--- src/rtl/uart_tx_arbiter.sv ---
// Round-robin, packet-aware arbiter that shares one UART transmitter between
// up to four valid/ready byte requesters, pacing itself on the UART's ready.
module uart_tx_arbiter #(
    parameter int          N_REQ        = 2,
    parameter logic [15:0] LOCK_TIMEOUT = 16'd65535
) (
    input  logic                 clk,
    input  logic                 rst,
    input  logic [8*N_REQ-1:0]   req_data,
    input  logic [N_REQ-1:0]     req_valid,
    input  logic [N_REQ-1:0]     req_last,
    output logic [N_REQ-1:0]     req_ready,
    output logic [7:0]           uart_data,
    output logic                 uart_en,
    input  logic                 uart_rdy,
    output logic [1:0]           owner,
    output logic                 locked,
    output logic                 busy,
    output logic                 lock_timeout
);

    typedef enum logic [1:0] {IDLE, ISSUE, WAIT_BUSY, WAIT_DONE} state_t;

    state_t      state_reg;
    logic [15:0] cnt_reg;
    logic [1:0]  grant_idx;
    logic        grant_valid;
    logic        grant_last;
    logic [7:0]  grant_data;
    logic        owner_valid;
    logic        transfer;

    always_comb begin
        owner_valid = 1'b0;
        for (int i = 0; i < N_REQ; i++) begin
            if (2'(i) == owner) owner_valid = req_valid[i];
        end
    end

    // Descending search so the smallest rotation offset from owner+1 wins.
    always_comb begin
        grant_valid = 1'b0;
        grant_idx   = owner;
        if (locked) begin
            grant_valid = owner_valid;
        end else begin
            for (int k = N_REQ; k >= 1; k--) begin
                for (int i = 0; i < N_REQ; i++) begin
                    if (i == (int'(owner) + k) % N_REQ && req_valid[i]) begin
                        grant_valid = 1'b1;
                        grant_idx   = 2'(i);
                    end
                end
            end
        end
    end

    always_comb begin
        grant_data = 8'h00;
        grant_last = 1'b0;
        for (int i = 0; i < N_REQ; i++) begin
            if (grant_idx == 2'(i)) begin
                grant_data = req_data[8*i +: 8];
                grant_last = req_last[i];
            end
        end
    end

    generate
        for (genvar gi = 0; gi < N_REQ; gi++) begin : g_ready
            assign req_ready[gi] = !rst && (state_reg == IDLE) && grant_valid
                                   && (grant_idx == 2'(gi));
        end
    endgenerate

    assign transfer = |(req_ready & req_valid);
    assign busy     = (state_reg != IDLE);

    always_ff @(posedge clk) begin
        if (rst) begin
            state_reg    <= IDLE;
            uart_en      <= 1'b0;
            uart_data    <= 8'h00;
            owner        <= 2'(N_REQ - 1);
            locked       <= 1'b0;
            lock_timeout <= 1'b0;
            cnt_reg      <= 16'd0;
        end else begin
            uart_en      <= 1'b0;
            lock_timeout <= 1'b0;
            case (state_reg)
                IDLE: begin
                    if (transfer) begin
                        uart_data <= grant_data;
                        owner     <= grant_idx;
                        locked    <= ~grant_last;
                        cnt_reg   <= 16'd0;
                        uart_en   <= 1'b1;
                        state_reg <= ISSUE;
                    end else if (!locked) begin
                        cnt_reg <= 16'd0;
                    end else if (!owner_valid) begin
                        if (cnt_reg == LOCK_TIMEOUT) begin
                            locked       <= 1'b0;
                            lock_timeout <= 1'b1;
                            cnt_reg      <= 16'd0;
                        end else begin
                            cnt_reg <= cnt_reg + 16'd1;
                        end
                    end
                end
                ISSUE:     state_reg <= WAIT_BUSY;
                WAIT_BUSY: if (!uart_rdy) state_reg <= WAIT_DONE;
                WAIT_DONE: if (uart_rdy) state_reg <= IDLE;
                default:   state_reg <= IDLE;
            endcase
        end
    end

endmodule

--- config.mk ---
export PLATFORM = sky130hd
export DESIGN_NAME = uart_tx_arbiter
export DESIGN_NICKNAME = d
export VERILOG_FILES = /design/src/rtl/uart_tx_arbiter.sv
export SDC_FILE = /design/constraint.sdc
export NUM_CORES = 1
export LEC_CHECK = 0
export CORE_MARGIN = 2
export CORE_UTILIZATION = 50
export CTS_CLUSTER_SIZE = 20
export DETAILED_ROUTE_END_ITERATION = 12
export PLACE_DENSITY = 0.88
export SLEW_MARGIN = 15
export SYNTH_ARGS = -nofsm -noshare
export SYNTH_HDL_FRONTEND = slang
export SYNTH_SLANG_ARGS = --single-unit
--- constraint.sdc ---
create_clock -name clk -period 2.4 [get_ports clk]
set_input_delay 0.36 -clock clk [delete_from_list [all_inputs] [get_ports clk]]
set_output_delay 0.36 -clock clk [all_outputs]
set_load 0.03 [all_outputs]
## Word-level counts from Yosys, hierarchy flattened

Cells that the tools add are included.
Widths: inputs -> output; s select.

| storage, ports and cells | value |
|---|---|
| word-level logic and storage cells | 79 |
| input bits | 23 |
| output and inout port bits | 16 |
| register bits | 31 |

| operators by class | value |
|---|---|
| multiplexer cells | 30 |
| equal/unequal tests | 12 |
| reductions and logical operators | 21 |
| add/subtract/negate cells | 3 |
| bitwise operators | 6 |

Operators with widths:

| kind | count |
|---|---|
| $logic_not 32->1 | 2 |
| $mux 16 | 4 |
| $add 16x1->16 const B | 1 |
| $eq 16x16->1 const B | 1 |
| $mux 2 | 8 |
| $mux 8 | 2 |
| $mux 1 | 15 |
| $logic_and 1x1->1 | 8 |
| $pmux 2 s4 | 1 |
| $logic_not 2->1 | 3 |
| $ne 2x2->1 const B | 3 |
| $reduce_or 6->1 | 1 |
| $eq 2x1->1 const B | 2 |
| $eq 2x2->1 const A | 2 |
| $eq 2x2->1 const B | 2 |
| $reduce_and 2->1 | 2 |
| $reduce_or 2->1 | 2 |
| $ne 3x2->1 const B | 1 |
| $not 1->1 | 3 |
| $reduce_and 3->1 | 1 |
| $add 1x1->1 const B | 2 |
| $and 1x1->1 const A | 2 |
| $and 2x2->2 | 1 |
| $eq 1x2->1 const A | 1 |
| 2 further kinds | 2 |

## Longest topological paths before layout

| depth | value |
|---|---|
| depth after elaboration | 15 |
| gate-level depth with buffers | 8 |
| depth with buffers taken out | 7 |

## Least setup slack after synthesis

No wires, ideal clock.

| path | value |
|---|---|
| path type | register -> output |
| from | register locked |
| to | output port req_ready[1] |
| stages on the path, launching flop included | 6 |
| slack | -3 ps |
| arrival time | 2043 ps |
| data required time | 2040 ps |
| buffers on the path | 2 |
| cells stage by stage | dfxtp_1 buf_2 nand2b_1 o32ai_1 buf_2 nor4_1 |

| on the way | value |
|---|---|
| cells in the longest elaborated chain, start to end | 3 |
| elaborated cells between the ends (all ways) | 5 |
| classes of those cells | 1 x eq/ne; 2 x mux; 2 x reduce/logical |

Ends and longest elaborated chain:

| element | line | source |
|---|---|---|
| from (decl) | 17 | `output logic locked,` |
| from (signal assigned) | 96 | `locked <= ~grant_last;` |
| $mux 2 or $mux 1 (tied branches) | 44 | `if (locked) begin` |
| $eq 2x1->1 or $logic_and 1x1->1 (tied branches) | 72, 71 |  |
| $logic_and 1x1->1 * | 72 | `&& (grant_idx == 2'(gi));` |
| to (decl) | 12 | `output logic [N_REQ-1:0] req_ready,` |

Mark *: on every way between the ends. The rest lies on a longest branch, timed or not.

## Final worst setup path

| path | value |
|---|---|
| from | input port req_valid[1] |
| to | output port req_ready[0] |

| on the way | value |
|---|---|
| cells in the longest elaborated chain, start to end | 7 |
| elaborated cells between the ends (all ways) | 14 |
| classes of those cells | 9 x mux; 5 x reduce/logical |

Ends and longest elaborated chain:

| element | line | source |
|---|---|---|
| from (decl) | 10 | `input logic [N_REQ-1:0] req_valid,` |
| $logic_and 1x1->1 | 49 | `if (i == (int'(owner) + k) % N_REQ && req_valid[i]) begin` |
| $mux 2 or $mux 1 (tied branches) (3 in a row) | 49 |  |
| $mux 2 or $mux 1 (tied branches) | 44 |  |
| $logic_not 2->1 or $logic_and 1x1->1 (tied branches) | 72, 71 |  |
| $logic_and 1x1->1 * | 72 |  |

Marks and branches as above.

==> flow_summary.ini <==
[place]
io_buffers = 38
place_inst = 278
hpwl_mm = 3.13
placed_cell_area_mm2 = 0.00218
gp_congestion = 0.829

[synthesis]
synth_nets = 228
synth_area_leaders = dfxtp_1 (35%), nand3_1 (4.6%), a211oi_1 (3.9%)
synth.ff_latch_count = 31
netlist_area_mm2 = 0.00175
synthCells = 200
synth_cell_types = 52
syn_avg_cell_area_um2 = 8.75
synth_top_cell_area_share_pct = 35.5
ys_seq_area_share_pct = 35.5
post-synth-top-area-cell = dfxtp_1
yosysWarnings = 0

[clocking]
cts_inserted_buffers = 5
h-tree-depth = 2
post_cts_buffers = 0
clkSinkCount = 31
cts_max_path_buffers = 2
holdBufCountCts = 0
clk_pin_slew_ps = 80
tritoncts = yes
clk_latency_ps = 330
root_buffer = clkbuf_4
cts_resized = 0

[min_path]
worstHoldStart = cnt_reg[1]
min_path_type = flop to flop
whs_endpoint = cnt_reg[1]
min_path_cells = 2

[die]
core_mm2 = 0.00334
start_util_pct = 52.4
rows = 21
fp.dieW_um = 63.1
ioPinCount = 39
die_y_um = 63.1
dieArea_mm2 = 0.00399

[critical_path]
r2r_end = cnt_reg[14]
r2r-start = state_reg[1]
critPathArrivalTime_ps = 1920
critPathLaunchType = primary input
rrSetupSlack_ps = 420
worst-r2r-cell-count = 7
crit_type = primary input to output port
worstPathMaxFanout = 6
cp.required_ps = 2040
cp-end-kind = output port

[global_route]
antenna_found_initial = 0
grt_util_met2_pct = 36.2
grt_pass1_wl_mm = 7.53
grt_util_met3_pct = 7.32
overflow = 0
grt_use_total_pct = 23.5
grt_pass1_vias = 1652
grt_max_degree = 29
gr-usage-met1_pct = 30.3
busiest_layer = met2

[drt]
wl_per_cell_um = 15.3
first_pass_iters = 6
totalWireLength_mm = 4.36
avgViaCountPerCell = 6.08
drc = 0
vias = 1734
drt_iter0_markers = 140
ant_nets = 0

[sta]
min_period_over_period_pct = 95.1
fmax_mhz = 438
maxSlewHeadroom_pct = 59.8
slew_violations = 0
worst_pin_slew_ps = 598
rsz0062_at_grt = false
fin_skew_ps = 11.3
setup_viol = 0
finalCriticalPeriod_ps = 2280
tns_ps = 0
hold_violations = 0

[cells_and_area]
drive_gt1_share_pct = 13.4
largest_reg_flops = 16
postLayoutCellArea_mm2 = 0.00223
final_common_cell = clkdlybuf4s50_1
most-common-layout-cells = clkdlybuf4s50_1 (36), dfxtp_1 (31), nor2_1 (17)
final_cells = 285
area_growth_pct = 27.7
n_antenna_cell = 0
fillers = 281
nets = 267
postLayoutCoreUtil_pct = 66.9

[pwr]
totalPowerFinal_mw = 1.76
power_switching_share_pct = 41.2
pwr-share-comb_pct = 46.7
p_switching_mw = 0.724
power-per-cell-area_mw_per_mm2 = 786
clock_power_share_pct = 17.8
internal-power_mw = 1.03
leakage_nw = 0.800
sequentialPowerShare_pct = 35.5
vdd_drop_max_mv = 0.462

[outcome]
status = finished clean

[run]
maxCapViolCount = 0
[critical path: stages]
cell and delay (ps):
clkdlybuf4s50_1 520, nor2b_1 210, o32ai_1 450, and2_1 220, buf_4 160
[power by group through the flow]
| stage | clock, mW | sequential, mW | combinational (mW) |
|---|---|---|---|
| 6_report | 0.312 | 0.624 | 0.820 |
| 5_1_grt | 0.344 | 0.635 | 0.897 |
| 4_1_cts | 0.318 | 0.625 | 0.822 |
| 3_5_place_dp | 0 | 0.638 | 0.815 |
| 3_3_place_gp | 0 | 0.634 | 0.790 |
| 2_1_floorplan | 0 | 0.705 | 0.454 |
[layout make-up]
cell class,count,area (um2),share of cell area (%)
clock buffer,6,51.3,2.30
clock inverter,1,5.00,0.224
inverter,7,26.3,1.18
multi-input combinational,151,1060,47.5
sequential,31,621,27.8
tap,46,57.6,2.58
timing repair buffer,43,413,18.5
[worst max-delay path by stage]
stage / from / to / cells past startpoint
3_5_place_dp: req_valid[1] / req_ready[0] / 5
5_1_grt: req_valid[1] / req_ready[0] / 5
4_1_cts: req_valid[1] / req_ready[0] / 5
3_3_place_gp: req_valid[1] / req_ready[0] / 5
2_1_floorplan: locked / req_ready[1] / 5
6_report: req_valid[1] / req_ready[0] / 5
[metrics by stage]
stage	hold slack (ps)	setup slack [ps]
5_1_grt	524	20.9
6_report	489	118
3_5_place_dp	479	141
4_1_cts	493	138
3_3_place_gp	474	207
2_1_floorplan	451	353
[logic make-up (layout without fill, tap and decap cells)]
logic type               after synthesis  in the layout  synth area share, %
buffers and inverters                 18             57                 4.58
AO/OA/AOI/OAI                         62             62                 26.7
adder cells (fa/ha/maj)                5              5                 3.58
flip-flops                            31             31                 35.5
AND/OR/NAND/NOR                       82             82                 27.8
multiplexers                           2              2                 1.86
[Yosys cell counts (all sizes together)]
| cell | count |
|---|---|
| dfxtp | 31 |
| nor2 | 19 |
| nand3 | 17 |
| nand2 | 13 |
| a211oi | 9 |
| a21oi | 9 |
| a22oi | 9 |
| o21ai | 9 |
| o31ai | 7 |
| clkbuf | 6 |
| inv | 6 |
| nand4 | 6 |
| a31oi | 5 |
| buf | 5 |
| ha | 5 |
| nor3 | 5 |
| and3 | 4 |
| nand2b | 4 |
| nor4 | 4 |
| a21o | 2 |
| a311oi | 2 |
| and2 | 2 |
| mux2i | 2 |
| nor2b | 2 |
| nor4b | 2 |
| o311ai | 2 |
| a21boi | 1 |
| a32o | 1 |
| a32oi | 1 |
| a41o | 1 |
| a41oi | 1 |
| clkinv | 1 |
| o21ba | 1 |
| o311a | 1 |
| o32ai | 1 |
| or2 | 1 |
| or3 | 1 |
| or3b | 1 |
| or4 | 1 |
[layer usage]
layer	vias to the layer above	wire length, um
li1	844	-
met4	0	62
met3	9	312
met1	808	1910
met2	73	2070
met5	-	0
(Power assumes the default switching activity.)
